## src/rtl/datapath_pkg.sv

```systemverilog
// Shared types for the multicycle datapath: ALU opcodes, FSM states, flag bundle.
package datapath_pkg;

   typedef enum logic [3:0] {
      ALU_ADD  = 4'd0,
      ALU_SUB  = 4'd1,
      ALU_SLT  = 4'd2,
      ALU_SLTU = 4'd3,
      ALU_AND  = 4'd4,
      ALU_OR   = 4'd5,
      ALU_XOR  = 4'd6,
      ALU_SLL  = 4'd7,
      ALU_SRL  = 4'd8,
      ALU_SRA  = 4'd9,
      ALU_MUL  = 4'd10
   } alu_op_e;

   typedef enum logic [2:0] {
      S_IDLE,
      S_EXEC,
      S_MEM,
      S_MUL,
      S_WB
   } dp_state_e;

   typedef struct packed {
      logic zero;
      logic neg;
      logic carry;
      logic ovf;
   } dp_flags_t;

endpackage

```

## src/rtl/datapath_mc_alu.sv

```systemverilog
// Combinational ALU plus compare flags derived from a - b.
module dp_alu
   import datapath_pkg::*;
#(
   parameter int NBITS = 8
) (
   input  logic [NBITS-1:0] a_i,
   input  logic [NBITS-1:0] b_i,
   input  alu_op_e          op_i,
   output logic [NBITS-1:0] y_o,
   output dp_flags_t        flags_o
);

   localparam int SW = $clog2(NBITS);

   logic [NBITS:0]   diff;
   logic [SW-1:0]    sh;

   // a + ~b + 1: the top bit is the borrow-free carry (a >= b unsigned)
   assign diff = {1'b0, a_i} + {1'b0, ~b_i} + {{NBITS{1'b0}}, 1'b1};
   assign sh   = b_i[SW-1:0];

   always_comb begin
      flags_o.zero  = (diff[NBITS-1:0] == '0);
      flags_o.neg   = diff[NBITS-1];
      flags_o.carry = diff[NBITS];
      flags_o.ovf   = (a_i[NBITS-1] ^ b_i[NBITS-1])
                    & (diff[NBITS-1] ^ a_i[NBITS-1]);
   end

   always_comb begin
      y_o = a_i + b_i;
      case (op_i)
         ALU_SUB:  y_o = diff[NBITS-1:0];
         ALU_SLT:  y_o = {{(NBITS-1){1'b0}}, ($signed(a_i) < $signed(b_i))};
         ALU_SLTU: y_o = {{(NBITS-1){1'b0}}, (a_i < b_i)};
         ALU_AND:  y_o = a_i & b_i;
         ALU_OR:   y_o = a_i | b_i;
         ALU_XOR:  y_o = a_i ^ b_i;
         ALU_SLL:  y_o = a_i << sh;
         ALU_SRL:  y_o = a_i >> sh;
         ALU_SRA:  y_o = $unsigned($signed(a_i) >>> sh);
         default:  y_o = a_i + b_i;
      endcase
   end

endmodule

```

## src/rtl/datapath_mc.sv

```systemverilog
// Multicycle datapath: regfile, ALU, memory handshake; FSM IDLE/EXEC/MEM/MUL/WB.
// Define DATAPATH_MUL_EN to build the iterative shift-add multiplier.
module datapath_mc
   import datapath_pkg::*;
#(
   parameter int NBITS      = 8,
   parameter int NREGS      = 32,
   parameter int WIDTH_ALUF = 4
) (
   input  logic                     clock,
   input  logic                     reset,
   input  logic                     start,
   input  logic [$clog2(NREGS)-1:0] RS1,
   input  logic [$clog2(NREGS)-1:0] RS2,
   input  logic [$clog2(NREGS)-1:0] RD,
   input  logic [NBITS-1:0]         IMM,
   input  logic [WIDTH_ALUF-1:0]    ALUControl,
   input  logic                     ALUSrc,
   input  logic                     MemRead,
   input  logic                     MemWrite,
   input  logic                     RegWrite,
   input  logic                     link,
   input  logic [NBITS-1:0]         pclink,
   output logic [NBITS-1:0]         PCReg,
   output logic                     busy,
   output logic                     done,
   output logic                     Zero,
   output logic                     Neg,
   output logic                     Carry,
   output logic                     Overflow,
   output logic                     MemReq,
   output logic                     MemWe,
   output logic [NBITS-3:0]         Address,
   output logic [NBITS-1:0]         WriteData,
   input  logic [NBITS-1:0]         ReadData,
   input  logic                     MemAck
);

   localparam int RW = $clog2(NREGS);

   dp_state_e        state_q, state_d;
   logic [NBITS-1:0] rf_q [NREGS];
   logic [NBITS-1:0] srca_q, srcb_q, wdat_q, alu_q, ld_q, pcl_q;
   logic [RW-1:0]    rd_q;
   alu_op_e          op_q;
   logic             memr_q, memw_q, regw_q, link_q;
   dp_flags_t        flags_q, alu_flags;
   logic [NBITS-1:0] alu_y, wb_data;
   logic             wb_we;

`ifdef DATAPATH_MUL_EN
   localparam int CW = $clog2(NBITS);
   logic [NBITS-1:0] mcand_q, mplier_q;
   logic [CW-1:0]    cnt_q;
   logic             mul_go, mul_last;

   assign mul_go   = (op_q == ALU_MUL) && !(memr_q || memw_q);
   assign mul_last = (cnt_q == CW'(NBITS-1));
`endif

   dp_alu #(.NBITS(NBITS)) u_alu (
      .a_i     (srca_q),
      .b_i     (srcb_q),
      .op_i    (op_q),
      .y_o     (alu_y),
      .flags_o (alu_flags)
   );

   always_ff @(posedge clock or negedge reset) begin
      if (!reset) state_q <= S_IDLE;
      else        state_q <= state_d;
   end

   always_comb begin
      state_d = state_q;
      unique case (state_q)
         S_IDLE: if (start) state_d = S_EXEC;
         S_EXEC: begin
            if (memr_q || memw_q) state_d = S_MEM;
`ifdef DATAPATH_MUL_EN
            else if (mul_go) state_d = S_MUL;
`endif
            else state_d = S_WB;
         end
         S_MEM: if (MemAck) state_d = S_WB;
`ifdef DATAPATH_MUL_EN
         S_MUL: if (mul_last) state_d = S_WB;
`endif
         S_WB:    state_d = S_IDLE;
         default: state_d = S_IDLE;
      endcase
   end

   always_comb begin
      busy   = (state_q != S_IDLE);
      done   = (state_q == S_WB);
      MemReq = (state_q == S_MEM);
      MemWe  = (state_q == S_MEM) && memw_q;
   end

   // memr_q already excludes stores so a combined command behaves as store only
   always_ff @(posedge clock or negedge reset) begin
      if (!reset) begin
         srca_q  <= '0;
         srcb_q  <= '0;
         wdat_q  <= '0;
         pcl_q   <= '0;
         rd_q    <= '0;
         op_q    <= ALU_ADD;
         memr_q  <= 1'b0;
         memw_q  <= 1'b0;
         regw_q  <= 1'b0;
         link_q  <= 1'b0;
         alu_q   <= '0;
         ld_q    <= '0;
         flags_q <= '0;
`ifdef DATAPATH_MUL_EN
         mcand_q  <= '0;
         mplier_q <= '0;
         cnt_q    <= '0;
`endif
      end else begin
         if (state_q == S_IDLE && start) begin
            srca_q <= rf_q[RS1];
            srcb_q <= ALUSrc ? IMM : rf_q[RS2];
            wdat_q <= rf_q[RS2];
            pcl_q  <= pclink;
            rd_q   <= RD;
            op_q   <= alu_op_e'(ALUControl[3:0]);
            memr_q <= MemRead && !MemWrite;
            memw_q <= MemWrite;
            regw_q <= RegWrite;
            link_q <= link;
         end
         if (state_q == S_EXEC) begin
            alu_q   <= alu_y;
            flags_q <= alu_flags;
`ifdef DATAPATH_MUL_EN
            if (mul_go) begin
               alu_q    <= '0;
               mcand_q  <= srca_q;
               mplier_q <= srcb_q;
               cnt_q    <= '0;
            end
`endif
         end
`ifdef DATAPATH_MUL_EN
         if (state_q == S_MUL) begin
            if (mplier_q[0]) alu_q <= alu_q + mcand_q;
            mcand_q  <= mcand_q << 1;
            mplier_q <= mplier_q >> 1;
            cnt_q    <= cnt_q + 1'b1;
         end
`endif
         if (state_q == S_MEM && MemAck && memr_q) ld_q <= ReadData;
      end
   end

   assign wb_data = link_q ? pcl_q : (memr_q ? ld_q : alu_q);
   assign wb_we   = (state_q == S_WB) && regw_q && !memw_q && (rd_q != '0);

   always_ff @(posedge clock or negedge reset) begin
      if (!reset) begin
         for (int i = 0; i < NREGS; i++) rf_q[i] <= '0;
      end else if (wb_we) begin
         rf_q[rd_q] <= wb_data;
      end
   end

   assign PCReg     = rf_q[RS1];
   assign Address   = alu_q[NBITS-1:2];
   assign WriteData = wdat_q;
   assign Zero      = flags_q.zero;
   assign Neg       = flags_q.neg;
   assign Carry     = flags_q.carry;
   assign Overflow  = flags_q.ovf;

endmodule

```

## config.mk

```make
export PLATFORM = sky130hd
export DESIGN_NAME = datapath_mc
export DESIGN_NICKNAME = d
export VERILOG_FILES = /design/src/rtl/datapath_pkg.sv /design/src/rtl/datapath_mc_alu.sv /design/src/rtl/datapath_mc.sv
export SDC_FILE = /design/constraint.sdc
export NUM_CORES = 1
export LEC_CHECK = 0
export CAP_MARGIN = 20
export CORE_MARGIN = 1
export CORE_UTILIZATION = 25
export CTS_BUF_LIST = sky130_fd_sc_hd__clkbuf_8 sky130_fd_sc_hd__clkbuf_16
export DETAILED_ROUTE_END_ITERATION = 12
export DONT_BUFFER_PORTS = 1
export HOLD_SLACK_MARGIN = 0.12
export PLACE_DENSITY = 0.36
export SYNTH_ARGS = -nofsm -noshare
export SYNTH_HDL_FRONTEND = slang
export SYNTH_SLANG_ARGS = --single-unit
export TNS_END_PERCENT = 20
```

## constraint.sdc

```tcl
create_clock -name clock -period 6.4 [get_ports clock]
set_input_delay 0.64 -clock clock [delete_from_list [all_inputs] [get_ports clock]]
set_output_delay 0.64 -clock clock [all_outputs]
set_load 0.01 [all_outputs]
```

### Word level (Yosys, flattened, before mapping)

Cells that the tools add are included.

| cells by class | value |
|---|---|
| multiplexer cells | 17 |
| bitwise logic cells | 10 |
| $add $sub $neg | 3 |
| reductions and logical operators | 17 |
| shift-type cells | 3 |
| equality and inequality tests | 14 |
| magnitude comparators | 6 |

Operators by type and width:

| kind | count |
|---|---|
| $bwmux W256 | 1 |
| $bmux W8 S5 | 2 |
| $pmux W8 S9 | 1 |
| $mux W8 | 8 |
| $demux W8 S5 | 1 |
| $ge A6 B6 Y1 const B | 3 |
| $not A5 Y6 | 3 |
| $eq A4 B3 Y1 const B | 4 |
| $lt A8 B8 Y1 | 2 |
| $add A8 B8 Y9 | 1 |
| $add A9 B1 Y9 const B | 1 |
| $logic_and A1 B1 Y1 | 9 |
| $mux W3 | 3 |
| $pmux W3 S3 | 1 |
| $add A8 B8 Y8 | 1 |
| $and A8 B8 Y8 | 1 |
| $eq A4 B2 Y1 const B | 2 |
| $eq A4 B4 Y1 const B | 2 |
| $logic_not A8 Y1 | 1 |
| $not A8 Y8 | 1 |
| $or A8 B8 Y8 | 1 |
| $shl A8 B3 Y8 | 1 |
| $shr A8 B3 Y8 | 1 |
| $sshr A8 B3 Y8 | 1 |
| other kinds (16) | 18 |

| word-level totals | value |
|---|---|
| output and inout port bits | 30 |
| word-level logic and storage cells | 119 |
| register bits after elaboration | 324 |
| bits of input ports | 52 |

### Longest topological paths before layout

| depth | value |
|---|---|
| word-level depth | 6 |
| depth in mapped cells | 10 |
| depth with buffers taken out | 10 |

### By module

A second synthesis with hierarchy kept.

| unflattened totals | value |
|---|---|
| cells, all modules | 1639 |
| area, all modules | 18930.7 µm² |

Modules (own cells, without submodules):

| module | area an instance (µm²) | seq. area each (µm²) | cells an instance | instances |
|---|---|---|---|---|
| datapath_mc | 17090.1 | 8107.8 | 1378 | 1 |
| dp_alu | 1840.5 | 0.0 | 261 | 1 |

### Least setup slack after synthesis

No wires, ideal clock.

| timing path | value |
|---|---|
| path type | input-to-output |
| start point | input RS1[0] |
| end point | output PCReg[1] |
| cell stages on the path | 6 |
| data required time | 5.760 ns |
| buffers on the path | 2 |
| slack | 3.728 ns |
| arrival | 2.032 ns |
| cell sequence | buf_4 -> buf_4 -> mux4_2 -> mux2_2 -> o22ai_1 -> a221oi_1 |

| between the ends | value |
|---|---|
| word-level cells in the longest chain between the ends | 4 |

Ends and longest elaborated chain:

| item | line | RTL |
|---|---|---|
| from (decl) | datapath_mc.sv:13 | `input logic [$clog2(NREGS)-1:0] RS1,` |
| $not A5 Y6 (not written as such) | datapath_mc.sv:170 | `assign PCReg = rf_q[RS1];` |
| $bmux W8 S5 | datapath_mc.sv:170 |  |
| $mux W8 (not written as such) (2 in series) | datapath_mc.sv:170 |  |
| to (decl) | datapath_mc.sv:24 | `output logic [NBITS-1:0] PCReg,` |

Every way passes these cells. The select of a mux whose other input is x is not followed.

### Final worst setup path

| timing path | value |
|---|---|
| start point | register srcb_q[1] |
| end point | register alu_q[7] |

| between the ends | value |
|---|---|
| word-level cells in the longest chain between the ends | 4 |
| elaborated cells between the ends (all ways) | 8 |
| those cells by class | add/sub (3); shift (3); mux (1); bitwise (1) |

Ends and longest elaborated chain:

| item | line | RTL |
|---|---|---|
| from (decl) | datapath_mc.sv:43 | `logic [NBITS-1:0] srca_q, srcb_q, wdat_q, alu_q, ld_q, pcl_q;` |
| from (signal assigned) | datapath_mc.sv:125 | `srcb_q <= ALUSrc ? IMM : rf_q[RS2];` |
| $not A8 Y8 | datapath_mc_alu.sv:20 | `assign diff = {1'b0, a_i} + {1'b0, ~b_i} + {{NBITS{1'b0}}, 1'b1};` |
| $add A8 B8 Y9 | datapath_mc_alu.sv:20 |  |
| $add A9 B1 Y9 | datapath_mc_alu.sv:20 |  |
| $pmux W8 S9 (*) | datapath_mc_alu.sv:33 | `case (op_i)` |
| to (signal assigned) | datapath_mc.sv:136 | `alu_q <= alu_y;` |
| to (decl) | datapath_mc.sv:43 |  |

Mark *: on every way between the ends. The rest lies on a longest branch, timed or not.
A chain may end at the register's enable or synchronous reset.

==> run_results.csv <==
group,metric,value,unit
run_status,outcome,"finished with violations",
run_status,violations,"negative hold slack",
placed_design,routabilityCongestion,0.810,
placed_design,detailedPlacementHpwl,41900,um
finish,area_growth_from_synthesis_to_layout,11.6,%
synthesis,synth.avg_cell_area,12.7,um^2
finish,most_common_cell_after_layout_fill_and_taps_aside,"sky130_fd_sc_hd__dfrtp_1",
finish,mostFrequentLayoutCells,"sky130_fd_sc_hd__dfrtp_1, sky130_fd_sc_hd__mux2_2, sky130_fd_sc_hd__nand2_1",
global_route,antenna_found_initial,5,
timing,worst_pin_slew,1210,ps
placed_design,post-place-ws,2920,ps
route,drt_first_iter_violations,811,
route,post_drt_via_cell_ratio,5.05,
flow_run,maxCapViolations,0,
synthesis,synth_top_cells_by_area,"sky130_fd_sc_hd__dfrtp_1, sky130_fd_sc_hd__mux4_2, sky130_fd_sc_hd__mux2_2",
route,drt_total_wl,63800,um
cts,clock-root-buffer,"sky130_fd_sc_hd__clkbuf_16",
synthesis,synth_async_sr_flop_share,100,%
cts,postCtsSetupRepairBufs,0,
route,detail_route.first_pass.iterations,5,
timing,hold_violations,324,
route,met3_wirelength,3770,um
timing,final-max-slew-violation-count,0,
cts,htree_levels,2,
timing,timing.slew.headroom,19.6,%
finish,finalCoreUtilization,28.3,%
synthesis,primary_flip_flop_cell_chosen_by_synthesis_mapping,"sky130_fd_sc_hd__dfrtp_1",
cts,clk_latency,580,ps
critical_path,end_kind,"register",
timing,final.setup_skew,20.9,ps
timing,finalSetupTns,0,ps
synthesis,synth-seq-cells,324,
synthesis,synth_cells,1441,
die,boundaryPins,82,
timing,finalHoldWorstSlack,-224,ps
critical_path,worstPathRequired,6860,ps
placed_design,port-buffer-count,0,
pwr,ir_worst_vdd,0.284,mV
cts,post_cts_resized,0,
cts,numClockSinks,324,
hold_path,min_path_type,"primary input to asynchronous set/reset pin",
cts,tritoncts.num_buffers,42,
finish,finalNetCount,1460,
global_route,grt_start_max_net_pins,325,
die,chipWidth,272,um
cts,tritoncts,"yes",
critical_path,reg2reg_depth,8,
global_route,gr-total-overflow,0,
critical_path,timing.setup.critical_path_class,"register to register",
route,met2_wire_len,30300,um
cts,clk_pin_slew,60,ps
die,floorplan.rows,98,
finish,post_route_cells_drive_above_1_share,34.1,%
synthesis,synthDominantCellAreaShare,44.4,%
synthesis,ys_seq_area_share,44.4,%
synthesis,synth_largest_area_cell,"sky130_fd_sc_hd__dfrtp_1",
global_route,first_pass_grt_wire_length,92900,um
critical_path,arrival,3980,ps
synthesis,mappedNetlistArea,18300,um^2
route,met1_length,28100,um
route,drc,0,
cts,ctsLongestPathBuffers,3,
timing,achievable-frequency,284,MHz
route,route.detailed.wl_per_inst,27.0,um
global_route,via_count_of_the_first_global_routing_pass,12300,
route,detail-route-antenna-nets,0,
critical_path,timing.critical_path.from_type,"register",
synthesis,synth_enable_flop_cells,0,
die,fp.dieArea,74100,um^2
global_route,track_usage,17.4,%
synthesis,synthesis.nets,1520,
timing,setup_repair_after_global_routing_missed_its_margin,"no",
die,dieHeight,272,um
timing,finalCritPeriodShare,55.0,%
die,core_area,71900,um^2
timing,layout_min_cycle_time,3520,ps
synthesis,synth-warning-count,0,
pwr,p_leak,8.77,nW
synthesis,yosys.cell_types.count,68,
critical_path,worst-path-max-fanout,22,
pwr,power_density,387,nW/um^2
die,start_util,25.4,%
route,top_signal_layer_used,"met5",
timing,setup_viol,0,
route,via_count,11900,
timing,final.setup.worst_slack,2880,ps
-- layout make-up --
cell class                 instances  area (um^2)
clock buffer                      50         1170
sequential                       324         8110
tap                              950         1190
fill                            7410        51500
multi-input combinational        966         9480
antenna                            2         5.00
inverter                          31          116
clock inverter                    26          179
timing repair buffer              16          120
-- worst max-delay path: stages, from the launching register on --
cell	delay, ps
sky130_fd_sc_hd__dfrtp_1	810
sky130_fd_sc_hd__clkinv_1	590
sky130_fd_sc_hd__ha_1	510
sky130_fd_sc_hd__a211oi_1	240
sky130_fd_sc_hd__o21bai_1	140
sky130_fd_sc_hd__a2111oi_0	570
sky130_fd_sc_hd__o21ai_0	180
sky130_fd_sc_hd__a211o_1	270
sky130_fd_sc_hd__o311ai_0	70
-- kinds of logic (layout without fill, tap and decap cells) --
family / count (synthesis) / count (layout) / synth area share (%)
buffers and inverters: 151 / 123 / 3.86
other: 0 / 2 / 0
flip-flops: 324 / 324 / 44.4
XOR/XNOR: 10 / 10 / 0.480
AND/OR/NAND/NOR: 302 / 302 / 7.90
AO/OA/AOI/OAI: 216 / 216 / 7.36
multiplexers: 411 / 411 / 34.0
adder cells (fa/ha/maj): 27 / 27 / 1.93
-- synthesized netlist by cell type, types with 3 or more instances --
cell	number
sky130_fd_sc_hd__nand4b_1	6
sky130_fd_sc_hd__and3_1	4
sky130_fd_sc_hd__nor2b_1	6
sky130_fd_sc_hd__a221oi_1	9
sky130_fd_sc_hd__clkbuf_1	71
sky130_fd_sc_hd__ha_1	25
sky130_fd_sc_hd__or3_1	4
sky130_fd_sc_hd__o21a_1	9
sky130_fd_sc_hd__buf_4	13
sky130_fd_sc_hd__a21o_1	3
sky130_fd_sc_hd__o211ai_1	12
sky130_fd_sc_hd__nor2_1	25
sky130_fd_sc_hd__xnor2_1	6
sky130_fd_sc_hd__o22ai_1	12
sky130_fd_sc_hd__a211oi_1	10
sky130_fd_sc_hd__mux2_2	218
sky130_fd_sc_hd__a21oi_1	24
sky130_fd_sc_hd__or3b_2	3
sky130_fd_sc_hd__nand2_1	174
sky130_fd_sc_hd__xor2_1	4
sky130_fd_sc_hd__buf_6	9
sky130_fd_sc_hd__inv_1	30
sky130_fd_sc_hd__a22oi_1	3
sky130_fd_sc_hd__mux4_2	146
sky130_fd_sc_hd__nor2_2	24
sky130_fd_sc_hd__buf_2	17
sky130_fd_sc_hd__nor3b_1	5
sky130_fd_sc_hd__nand3_1	11
sky130_fd_sc_hd__mux2i_1	47
sky130_fd_sc_hd__o21bai_1	6
sky130_fd_sc_hd__nand2b_1	8
sky130_fd_sc_hd__o21ai_0	101
sky130_fd_sc_hd__dfrtp_1	324
sky130_fd_sc_hd__buf_1	10
sky130_fd_sc_hd__a31oi_1	5
sky130_fd_sc_hd__nor3_1	12
sky130_fd_sc_hd__nand3b_1	5
-- report_power, final --
part	switching [mW]	internal [mW]
Combinational	1.69	0.960
Sequential	0.508	2.37
Clock	0.974	1.38
Total	3.18	4.71
-- stage by stage --
| step | instance area, um^2 | power [mW] | cells |
|---|---|---|---|
| after detailed placement | 19000 | 5.61 | 2287 |
| final | 20400 | 7.89 | 2365 |
| after floorplan | 18300 | 4.52 | 1441 |
| after CTS | 20400 | 8.01 | 2363 |
| after global routing | 20400 | 8.36 | 2363 |
| after global placement | 19000 | 5.61 | 2287 |
-- metal layers --
layer	GRT usage, %	vias to the layer above
li1	-	5245
met1	23.0	6318
met2	28.1	291
met3	4.21	82
met4	4.67	2
met5	0	-
-- flip-flops by register name, summed over array words and instances (netlist names), 4 cells and up --
signal	cells
alu_q	8
pcl_q	8
rf_q	256
WriteData	8
srca_q	8
srcb_q	8
rd_q	5
op_q	4
ld_q	8
-- path summary, 6_finish.rpt --
path | start | endpoint | slack [ps]
worst max-delay path | srcb_q[1]$_DFFE_PN0P_ | alu_q[7]$_DFFE_PN0P_ | 2880
worst min-delay path | reset | rf_q[208]$_DFFE_PN0P_ | -220
worst max register to register | srcb_q[1]$_DFFE_PN0P_ | alu_q[7]$_DFFE_PN0P_ | 2880
worst min register to register | rf_q[255]$_DFFE_PN0P_ | rf_q[255]$_DFFE_PN0P_ | 390
max in group asynchronous | reset | srca_q[3]$_DFFE_PN0P_ | 6050
min in group clock | RD[4] | rd_q[4]$_DFFE_PN0P_ | 170
Power figures use the tool's default switching activity.
